===== src/rtl/result_collector.sv =====
// Drain-side collector for the systolic-array south edge: de-skews four staggered
// output lanes into a 4x4 result memory, flags completion and serves random reads.
`timescale 1ns/1ps
module result_collector #(
  parameter int unsigned WIDTH     = 32,
  parameter bit          TRANSPOSE = 1'b0
) (
  input  logic             clk,
  input  logic             rst_n,
  input  logic             wr_en,
  input  logic [WIDTH-1:0] q0,
  input  logic [WIDTH-1:0] q1,
  input  logic [WIDTH-1:0] q2,
  input  logic [WIDTH-1:0] q3,
  input  logic             clear,
  input  logic             rd_en,
  input  logic [3:0]       rd_addr,
  output logic [WIDTH-1:0] rd_data,
  output logic             done,
  output logic             err
);

  typedef enum logic [1:0] {IDLE, COLLECT, DONE} state_t;

  state_t           state, state_nxt;
  logic [WIDTH-1:0] mem    [16];
  logic [WIDTH-1:0] lane_q [4];
  logic [1:0]       idx    [4];
  logic [3:1]       wr_r;
  logic [3:0]       we;
  logic             wr_gated;
  logic [2:0]       n_wr;
  logic [4:0]       count, count_nxt;

  function automatic logic [3:0] elem_addr(input logic [1:0] lane, input logic [1:0] slot);
    return TRANSPOSE ? {slot, lane} : {lane, slot};
  endfunction

  always_comb begin
    lane_q[0] = q0;
    lane_q[1] = q1;
    lane_q[2] = q2;
    lane_q[3] = q3;
  end

  // Only the strobe is delayed; lane k writes whatever qk carries on its strobe cycle.
  always_comb begin
    wr_gated  = wr_en && (state != DONE) && !clear;
    we        = {wr_r[3], wr_r[2], wr_r[1], wr_gated} & {4{~clear}};
    n_wr      = '0;
    for (int unsigned k = 0; k < 4; k++) n_wr = n_wr + 3'(we[k]);
    count_nxt = count + 5'(n_wr);
  end

  always_ff @(posedge clk or negedge rst_n) begin
    if (!rst_n) state <= IDLE;
    else        state <= state_nxt;
  end

  always_comb begin
    state_nxt = state;
    case (state)
      IDLE:    if (clear) state_nxt = IDLE;
               else if (wr_en) state_nxt = COLLECT;
      COLLECT: if (clear) state_nxt = IDLE;
               else if (count_nxt == 5'd16) state_nxt = DONE;
      DONE:    if (clear) state_nxt = IDLE;
      default: state_nxt = IDLE;
    endcase
  end

  always_comb begin
    done = (state == DONE);
  end

  always_ff @(posedge clk or negedge rst_n) begin
    if (!rst_n) begin
      wr_r    <= '0;
      count   <= '0;
      err     <= 1'b0;
      rd_data <= '0;
      for (int unsigned k = 0; k < 4; k++) idx[k] <= '0;
    end else begin
      if (clear) begin
        wr_r  <= '0;
        count <= '0;
        err   <= 1'b0;
        for (int unsigned k = 0; k < 4; k++) idx[k] <= '0;
      end else begin
        wr_r  <= {wr_r[2:1], wr_gated};
        count <= count_nxt;
        for (int unsigned k = 0; k < 4; k++)
          if (we[k]) idx[k] <= idx[k] + 2'd1;
        if (wr_en && state == DONE) err <= 1'b1;
      end
      if (rd_en) rd_data <= mem[rd_addr];
    end
  end

  // Storage is deliberately left out of reset; contents survive reset and clear.
  always_ff @(posedge clk) begin
    for (int unsigned k = 0; k < 4; k++)
      if (we[k]) mem[elem_addr(2'(k), idx[k])] <= lane_q[k];
  end

endmodule


===== config.mk =====
export PLATFORM = sky130hd
export DESIGN_NAME = result_collector
export DESIGN_NICKNAME = d
export VERILOG_FILES = /design/src/rtl/result_collector.sv
export SDC_FILE = /design/constraint.sdc
export NUM_CORES = 1
export LEC_CHECK = 0
export ABC_AREA = 1
export ABC_CLOCK_PERIOD_IN_PS = 2850
export CORE_UTILIZATION = 53
export CTS_CLUSTER_DIAMETER = 100
export CTS_CLUSTER_SIZE = 8
export DETAILED_ROUTE_END_ITERATION = 10
export PLACE_DENSITY = 0.82
export SLEW_MARGIN = 25
export SYNTH_ARGS = -nofsm -noshare
export SYNTH_HDL_FRONTEND = slang
export SYNTH_SLANG_ARGS = --single-unit

===== constraint.sdc =====
create_clock -name clk -period 2.85 [get_ports clk]
set_clock_uncertainty 0.15 [all_clocks]
set_input_delay 0.57 -clock clk [delete_from_list [all_inputs] [get_ports clk]]
set_output_delay 0.57 -clock clk [all_outputs]
set_load 0.01 [all_outputs]

Word level (Yosys, flattened, before mapping)
Memory sizes are Yosys's and may differ from the RTL's. A register that Yosys moved wholly into a read port is not among the register bits.
Cells that the tools add are included.
{"block": "word_totals", "register_bits": 19, "ram_bits": 512, "input_bits": 137, "out_inout_bits": 34, "word_cells": 61, "mem_count": 1}
{"block": "classes", "add_sub_neg": 8, "eq_ne": 7, "mux": 23, "bitwise": 2, "reduce_logical": 12}
{"name": "mem", "depth": 16, "word_bits": 32, "read_ports": 1, "rd_clocked_by_memory_dff": 1, "wr": 4, "line_no": "26", "source": "logic [WIDTH-1:0] mem [16];"}
{"cell": "2-bit 2-to-1 mux", "count": 9}
{"cell": "1-bit 2-to-1 mux", "count": 10}
{"cell": "2-bit nonzero test", "count": 5}
{"cell": "2-bit by 1-bit adder with 2-bit output, second input constant", "count": 4}
{"cell": "8-bit 2-to-1 mux", "count": 1}
{"cell": "3-bit inequality test, second input constant", "count": 2}
{"cell": "2-bit one-hot mux with 3 select lines", "count": 1}
{"cell": "5-bit by 3-bit adder with 5-bit output", "count": 1}
{"cell": "5-bit == test, second input constant", "count": 1}
{"cell": "5-bit 2-to-1 mux", "count": 1}
{"cell": "4-bit AND", "count": 1}
{"cell": "2-bit inequality test, second input constant", "count": 2}
{"cell": "2-bit by 1-bit adder with 3-bit output", "count": 1}
{"cell": "3-bit by 1-bit adder with 3-bit output", "count": 1}
{"cell": "1-bit logical AND", "count": 3}
{"cell": "3-bit 2-to-1 mux", "count": 1}
{"cell": "3-bit AND reduction", "count": 1}
{"cell": "1-bit by 1-bit adder with 2-bit output", "count": 1}
{"cell": "2-bit by 1-bit == test with 1-bit output, second input constant", "count": 1}
{"cell": "2-bit == test, second input constant", "count": 1}
{"cell": "1-bit zero test", "count": 2}
{"cell": "2-bit zero test", "count": 1}
{"cell": "1-bit inverter", "count": 1}

Logic depth before layout (Yosys ltp)
Gate-level depths: netlist of run 1.
{"block": "logic_depth", "depth_word": 12, "depth_mapped": 14, "depth_no_buf": 14}

Least setup slack after synthesis of run 1
OpenSTA, ideal clock, no wires.
{"block": "synth_path", "path_kind": "input port to flip-flop", "from": "in clear", "to": "reg state[0]", "setup_time_ns": 0.126, "arrival_time_ns": 2.869, "t_required_ns": 2.574, "slack_ns": -0.295, "stages": 12, "path_buffers": 0, "path_cell_list": "inv_1 nand3_1 fa_1 inv_1 fa_1 fa_1 xnor2_1 nand3_1 nor2_1 nand2_1 nand2_1 o21ai_0"}
{"block": "synth_between", "elab_chain_len": 10, "word_cells_on_any_way": 16, "cone_classes": "add/sub (4); eq/ne (4); mux (3); bitwise (2); reduce/logical (3)"}
{"item": "start: declaration", "line_no": "15", "source": "input logic clear,"}
{"item": "1-bit zero test", "line_no": "48", "source": "wr_gated = wr_en && (state != DONE) && !clear;"}
{"item": "1-bit logical AND", "line_no": "48"}
{"item": "4-bit AND", "line_no": "49", "source": "we = {wr_r[3], wr_r[2], wr_r[1], wr_gated} & {4{~clear}};"}
{"item": "1-bit by 1-bit adder with 2-bit output", "line_no": "51", "source": "for (int unsigned k = 0; k < 4; k++) n_wr = n_wr + 3'(we[k]);"}
{"item": "2-bit by 1-bit adder with 3-bit output", "line_no": "51"}
{"item": "3-bit by 1-bit adder with 3-bit output", "line_no": "51"}
{"item": "5-bit by 3-bit adder with 5-bit output", "line_no": "52", "source": "count_nxt = count + 5'(n_wr);"}
{"item": "5-bit == test", "line_no": "66", "source": "else if (count_nxt == 5'd16) state_nxt = DONE;"}
{"item": "3-bit inequality test (no source line)"}
{"item": "3-bit AND reduction (no source line)"}
{"item": "end signal: assignment", "line_no": "57", "source": "else state <= state_nxt;"}
{"item": "end: declaration", "line_no": "25", "source": "state_t state, state_nxt;"}
Parallel ways exist; a longest one is shown, timed or not.
A chain may end at the register's enable or synchronous reset.

Worst setup path in the final report of run 1
{"block": "layout_path", "from": "in wr_en", "to": "reg state[0]"}
{"block": "layout_between", "elab_chain_len": 10, "word_cells_on_any_way": 11, "cone_classes": "add/sub (4); eq/ne (3); bitwise (1); reduce/logical (3)"}
{"item": "start: declaration", "line_no": "10", "source": "input logic wr_en,"}
{"item": "1-bit logical AND (2 in series)", "line_no": "48"}
{"item": "4-bit AND", "line_no": "49"}
{"item": "1-bit by 1-bit adder with 2-bit output", "line_no": "51"}
{"item": "2-bit by 1-bit adder with 3-bit output", "line_no": "51"}
{"item": "3-bit by 1-bit adder with 3-bit output", "line_no": "51"}
{"item": "5-bit by 3-bit adder with 5-bit output", "line_no": "52"}
{"item": "5-bit == test", "line_no": "66"}
{"item": "3-bit inequality test (no source line)"}
{"item": "3-bit AND reduction (no source line) *"}
Every way passes the cells marked *; elsewhere a longest branch is shown, timed or not.

==> results of run 1 <==
## through the flow
stage          utilization (%)  TNS [ps]  std cells  area, um2
2_1_floorplan                -     -2780       1961      23000
3_3_place_gp              60.3     -2430       2649      25500
3_5_place_dp              60.3     -2990       2649      25500
4_1_cts                   65.8     -27.3       2787      27800
5_1_grt                   65.8     -29.7       2790      27900
6_report                  65.8         0       2790      27900
## worst paths after layout
check / cells after the start / slack [ps] / end / start
setup / recovery: 12 / 80 / state[0]$_DFFE_PN0P_ / wr_en
hold / removal: 2 / 320 / rd_data[21]$_DFFE_PN0P_ / rd_data[21]$_DFFE_PN0P_
setup reg to reg: 14 / 100 / state[0]$_DFFE_PN0P_ / state[1]$_DFFE_PN0P_
hold reg to reg: 2 / 320 / rd_data[21]$_DFFE_PN0P_ / rd_data[21]$_DFFE_PN0P_
max in group asynchronous: 3 / 1320 / rd_data[10]$_DFFE_PN0P_ / rst_n
min in group asynchronous: 2 / 480 / err$_DFFE_PN0P_ / rst_n
## cell usage after synthesis
library cell | count | share of area, %
clkbuf_1 | 21 | 0.34
edfxtp_1 | 512 | 67
buf_8 | 2 | 0.13
inv_2 | 1 | 0.016
xor2_1 | 2 | 0.076
a22o_1 | 1 | 0.038
o21ai_0 | 7 | 0.15
buf_1 | 8 | 0.13
buf_4 | 17 | 0.56
nand3_1 | 389 | 8.5
ha_1 | 17 | 0.93
xnor2_1 | 1 | 0.038
dfrtp_1 | 51 | 5.6
fa_1 | 3 | 0.26
nand2_1 | 787 | 13
inv_4 | 1 | 0.027
a21oi_1 | 2 | 0.044
nor2_1 | 28 | 0.46
inv_1 | 44 | 0.72
buf_2 | 43 | 0.94
buf_6 | 22 | 1.1
nor3_1 | 1 | 0.022
nand4_1 | 1 | 0.027
## logic make-up after synthesis
logic type | share of synthesized area [%]
xor+xnor | 0.115
compound gates | 0.235
flops | 72.6
simple gates | 21.9
buf+inv | 3.95
fa+ha+maj | 1.19
## power groups by stage
stage	Sequential [mW]	Combinational [mW]	Clock, mW
2_1_floorplan	9.43	0.669	0
3_3_place_gp	9.40	1.39	0
3_5_place_dp	9.41	1.44	0
4_1_cts	9.26	1.46	8.64
5_1_grt	9.26	1.59	8.98
6_report	9.26	1.49	8.58
## sequential cells by signal, summed over array words and instances (netlist names)
register	count
mem	512
rd_data	32
idx	8
count	5
wr_r	3
state	2
err	1
## final cells by class
| cell class | count | share of cell area (%) |
|---|---|---|
| sequential | 563 | 59.8 |
| multi-input combinational | 1239 | 19.8 |
| timing repair buffer | 232 | 9.04 |
| clock buffer | 129 | 8.07 |
| tap | 577 | 2.59 |
| inverter | 46 | 0.660 |
| clock inverter | 4 | 0.121 |
## cell usage in the layout, fill, tap and decap left out, drive strengths merged
master and instances:
xnor2 1, buf 65, inv 48, nor3 1, nor2 28, clkinvlp 2
nand2 787, dlygate4sd3 1, a21oi 2, dlygate4sd2 1, ha 17, dfrtp 51
nand4 1, nand3 389, clkdlybuf4s50 165, o21ai 7, fa 3, clkbuf 129
a22o 1, xor2 2, edfxtp 512
## metal layers
layer | track usage, % | vias to the layer above
met2 | 44.5 | 1137
met5 | 0 | -
li1 | - | 7131
met3 | 5.90 | 173
met1 | 37.4 | 7708
met4 | 13.9 | 2
## repair_timing
item	4_1_cts	5_1_grt
endpoints found under the hold margin	25	0
hold buffers	1	0
pin swaps	6	6
setup endpoints to repair	2	2
gates resized for setup	6	2
buffers inserted	4	3
## critical path, delay by kind of cell
kind / cells / cell delay [ps]
adder cells (fa/ha/maj): 3 / 1240
buffers and inverters: 2 / 600
AND/OR/NAND/NOR: 5 / 420
XOR/XNOR: 1 / 170
AO/OA/AOI/OAI: 1 / 60
==> metrics, run 1 <==
status=complete, but fails checks; failing checks=design-rule violations; register area=roughly 17000 um2; P&R area growth vs syn=21.5%; initial antenna violation count=2; FILL cells=2805; I/O Buffers=170; final hold slack=324 ps; H-tree Lvls=3; CTS tree=done; Psw=4.27 mW; die area=approximately 44000 um2; Max Clk Rate=0.361 GHz; CP max FO=2; Worst EP required=3160 ps; Top Layer Used=met5; Pre-Repair DR Iteration Count=9; final WL=approximately 61000 um; Net Count, Synth=2118; die height=210 um; post-synthesis sequential area ratio=72.6%; Routed Antenna Nets=0; M1 WL=22400 um; Root Driver=clkbuf_16; diode count=0; Lkg Pwr=approximately 11 nW; first-pass GRT wire length=92000 um; combinational power share=7.7%; Core Box Area=42300 um2; syn_area_per_cell=11.7 um2; critical path capture point type=flip-flop; fin crit share=97.1%; gpl congestion=0.882; synth unique cells=23; Int Power=15.1 mW; Slew Limit Fails=0; max incr delay on CP=approximately 550 ps; #FFs+latches synth=563; die width=210 um; Setup Crit Path Kind=in -> reg; Synthesis Warnings=0; synthesized area=~23000 um2; Max VDD drop=around 0.41 mV; # DRC=1; Clock transition at path regs=about 50 ps; final setup fails=0; Sw Share=between 20% and 30%; post-DP HPWL=38000 um; Tmin final=2770 ps; Sequential Power Share=approximately 48%; met3 WL=approximately 7200 um; Worst Max-Slew Pin Slew=977 ps; endpoints failing hold=0; final net count=around 2300; cell breakdown of the critical path=clkdlybuf4s50_1 -> nand3_4 -> fa_1 -> inv_2 -> fa_2 -> fa_2 -> xnor2_2 -> nand3_1 -> nor2_2 -> nand2_1 -> nand2_1 -> o21ai_1; CTS sink count=563; Startpoint Class=input port; DR vias/cell=5.79; arrival time at the worst endpoint=3070 ps; Power Density=694 nW/um2; Congestion Overflow GR=0; Tot GR Track Use=28.1%; I/O pin count=171; DR iter-0 viols=2286; WL per Instance=22.0 um; maximum root-to-sink buffer count=3; largest net degree at the start of global routing=131; Place WS=-755 ps; clock power share=44.4%; Skew-Pair Late Insertion Delay=590 ps; layout cell share with drive strength beyond 1=8.31%; num rows=75; Tot Pwr=about 19 mW; Initial Utilization=between 50% and 60%; RSZ-0062 raised after global routing=yes; critical path's slowest cell=clkdlybuf4s50_1; met2 wire length=a little under 30000 um; number of global-route vias before repair=approximately 16000; max cap viols=0; DR vias=16200; Cells after Synth=1961; worst hold path class=reg -> reg; CTS Buf Count=80; PnR worst setup slack=83.2 ps; worst rel slew slack=approximately a third; Multi-input gate area=5510 um2
Note: power is estimated with default switching activity, not from simulation.
==> run 2: changes to the inputs <==
Settings changed: CORE_UTILIZATION 53 to 50, MAX_ROUTING_LAYER set to met4, PLACE_DENSITY 0.82 to 0.79.
==> run 2 against run 1 <==
Effect of this change:
- the flow finishes with violations (negative setup slack)
- clock-buffer cell count increased by 5
- register-to-register slack got worse by 120 ps
- hold slack improved by 5.7 ps
- critical endpoint is now state[1]$_DFFE_PN0P_
- largest power group unchanged
==> metrics, run 2 (synthesis results as in run 1) <==
Lkg Pwr=10.6 nW (about the same); DR vias/cell=5.61 (was 5.79); final WL=60000 um (was 61400 um); Routed Antenna Nets=0 (unchanged); Sw Share=22.8% (was 22.1%); reg2reg start=state[1]$_DFFE_PN0P_ (unchanged); Core Box Area=45300 um2 (was 42300 um2); Worst EP required=3250 ps (was 3160 ps); Tot GR Track Use=26.7% (was 28.1%); Worst setup startpoint=state[1]$_DFFE_PN0P_ (was wr_en); Clock transition at path regs=50 ps (about the same); maximum root-to-sink buffer count=3 (unchanged); die height=216 um (was 210 um); final setup fails=1 (was 0); cell breakdown of the critical path=inv_2 -> nor2_2 -> inv_2 -> nand3_4 -> fa_1 -> inv_2 -> fa_2 -> fa_2 -> xnor2_2 -> nand3_1 -> nor2_2 -> buf_4 -> nand4_1 -> nand2_1 (was clkdlybuf4s50_1 -> nand3_4 -> fa_1 -> inv_2 -> fa_2 -> fa_2 -> xnor2_2 -> nand3_1 -> nor2_2 -> nand2_1 -> nand2_1 -> o21ai_1); DR vias=15900 (was 16200); max cap viols=0 (unchanged); post-DP HPWL=38100 um (was 38000 um); die area=46700 um2 (was 44100 um2); gpl congestion=0.900 (was 0.882); max incr delay on CP=510 ps (was 550 ps); Cell Area, Placed=25600 um2 (was 25500 um2); commonest non-fill, non-tap cells in the layout=nand2_1, edfxtp_1, nand3_1 (unchanged); DR iter-0 viols=1945 (was 2286); WL per Instance=21.2 um (was 22.0 um); Initial Utilization=50.6% (was 54.2%); layout cell share with drive strength beyond 1=8.66% (was 8.31%); worst rel slew slack=38.4% (was 34.8%); first-pass GRT wire length=90200 um (was 92000 um); Worst Max-Slew Pin Slew=918 ps (was 977 ps); initial antenna violation count=4 (was 2); Hold Crit Depth=2 (unchanged); Congestion Overflow GR=0 (unchanged); I/O Buffers=170 (unchanged); Root Driver=clkbuf_16 (unchanged); Setup Crit Path Kind=reg -> reg (was in -> reg); Power Density=696 nW/um2 (was 694 nW/um2); endpoints failing hold=0 (unchanged); critical path capture point type=flip-flop (unchanged); worst hold path class=reg -> reg (unchanged); Tmin final=2870 ps (was 2770 ps); H-tree Lvls=3 (unchanged); Psw=4.45 mW (was 4.27 mW); max reg flops=512 (unchanged); fin crit share=101% (was 97.1%); Max VDD drop=0.456 mV (was 0.413 mV); fin area=28000 um2 (was 27900 um2); most frequent cell on the critical path=inv_2; critical path's slowest cell=fa_1 (was clkdlybuf4s50_1); PnR worst setup slack=-18.6 ps (was 83.2 ps); I/O pin count=171 (unchanged); RSZ-0062 raised after global routing=yes (unchanged); CP max FO=2 (unchanged); reg2reg path depth=14 (unchanged); Int Power=15.0 mW (was 15.1 mW); FILL cells=3292 (was 2805); num rows=78 (was 75); crit path to=state[1]$_DFFE_PN0P_ (was state[0]$_DFFE_PN0P_); # DRC=0 (was 1); final hold slack=330 ps (was 324 ps); P&R area growth vs syn=22.1% (was 21.5%); Reg2Reg Setup Slack=-20 ps (was 100 ps); most common cell after layout, fill and taps aside=nand2_1 (unchanged); Skew-Pair Late Insertion Delay=620 ps (was 590 ps); final net count=2326 (was 2319); largest net degree at the start of global routing=150 (was 131); FF-to-FF End=state[1]$_DFFE_PN0P_ (was state[0]$_DFFE_PN0P_); clock power share=44.9% (was 44.4%); Slew Limit Fails=0 (unchanged); arrival time at the worst endpoint=3270 ps (was 3070 ps); number of global-route vias before repair=15600 (was 16000); Startpoint Class=flip-flop (was input port); die width=216 um (was 210 um); Sequential Power Share=47.5% (was 47.9%); combinational power share=7.6% (was 7.7%); Pre-Repair DR Iteration Count=6 (was 9); CTS sink count=563 (unchanged); failing checks=negative setup slack (was design-rule violations); status=complete, but fails checks (unchanged); CTS tree=done (unchanged); CTS Buf Count=80 (unchanged); Max Clk Rate=0.349 GHz (was 0.361 GHz)
==> run 2: routing by layer <==
layer | global-route usage (%) | wire length, um | part of all wire (%)
met5 | - | 0 | 0
met3 | 5.22 | 6740 | 11
met1 | 34.4 | 22600 | 38
met4 | 12.2 | 2490 | 4.2
met2 | 41.1 | 28200 | 47
==> run 2: worst min-delay path by stage <==
stage / from / end / slack (ps)
2_1_floorplan: rst_n / count[0]$_DFF_PN0_ / 120
3_3_place_gp: rd_data[10]$_DFFE_PN0P_ / rd_data[10]$_DFFE_PN0P_ / 320
3_5_place_dp: rd_data[15]$_DFFE_PN0P_ / rd_data[15]$_DFFE_PN0P_ / 320
4_1_cts: rd_data[23]$_DFFE_PN0P_ / rd_data[23]$_DFFE_PN0P_ / 330
5_1_grt: rd_data[8]$_DFFE_PN0P_ / rd_data[8]$_DFFE_PN0P_ / 350
6_report: rd_data[9]$_DFFE_PN0P_ / rd_data[9]$_DFFE_PN0P_ / 330
==> run 2: cell type report <==
class                           count  area [um2]  share of cell area [%]
Inverter                           46         184                   0.657
Clock buffer                      134        2200                    7.88
Clock inverter                      8         136                   0.487
Tap cell                          600         751                    2.68
Sequential cell                   563       16700                    59.5
Multi-Input combinational cell   1239        5510                    19.7
Antenna cell                        4        10.0                  0.0358
Timing Repair Buffer              239        2530                    9.06
==> run 2: stage by stage <==
step,total power [mW],utilization [%],instances,TNS (ps),worst slack [ps]
2_1_floorplan,10.1,-,1961,-2780,-21.7
3_3_place_gp,10.8,56.5,2680,-3000,-723
3_5_place_dp,10.9,56.5,2680,-3490,-777
4_1_cts,19.5,61.7,2823,0,9.32
5_1_grt,20.0,61.8,2833,-329,-170
6_report,19.5,61.8,2833,-18.6,-18.6
==> run 2: critical path: cells and delay by family (launching register included) <==
family,cells,cell delay (ps)
and+or+nand+nor,6,470
buffers and inverters,4,300
DFF,1,380
adders and majority gates,3,1320
xor gates and xnor gates,1,190
==> run 2: power by group through the flow <==
stage	Sequential, mW	Clock (mW)	Combinational, mW
4_1_cts	9.25	8.81	1.46
3_5_place_dp	9.41	0	1.45
2_1_floorplan	9.43	0	0.669
3_3_place_gp	9.40	0	1.41
6_report	9.26	8.74	1.48
5_1_grt	9.26	9.17	1.59
==> run 2: what timing repair did <==
item                                    4_1_cts  5_1_grt
resized for setup                             2        8
hold buffers                                  1        0
endpoints found under the setup margin        2        2
pin swaps                                     0        7
hold endpoints to repair                     28        0
buffers inserted                              0        6
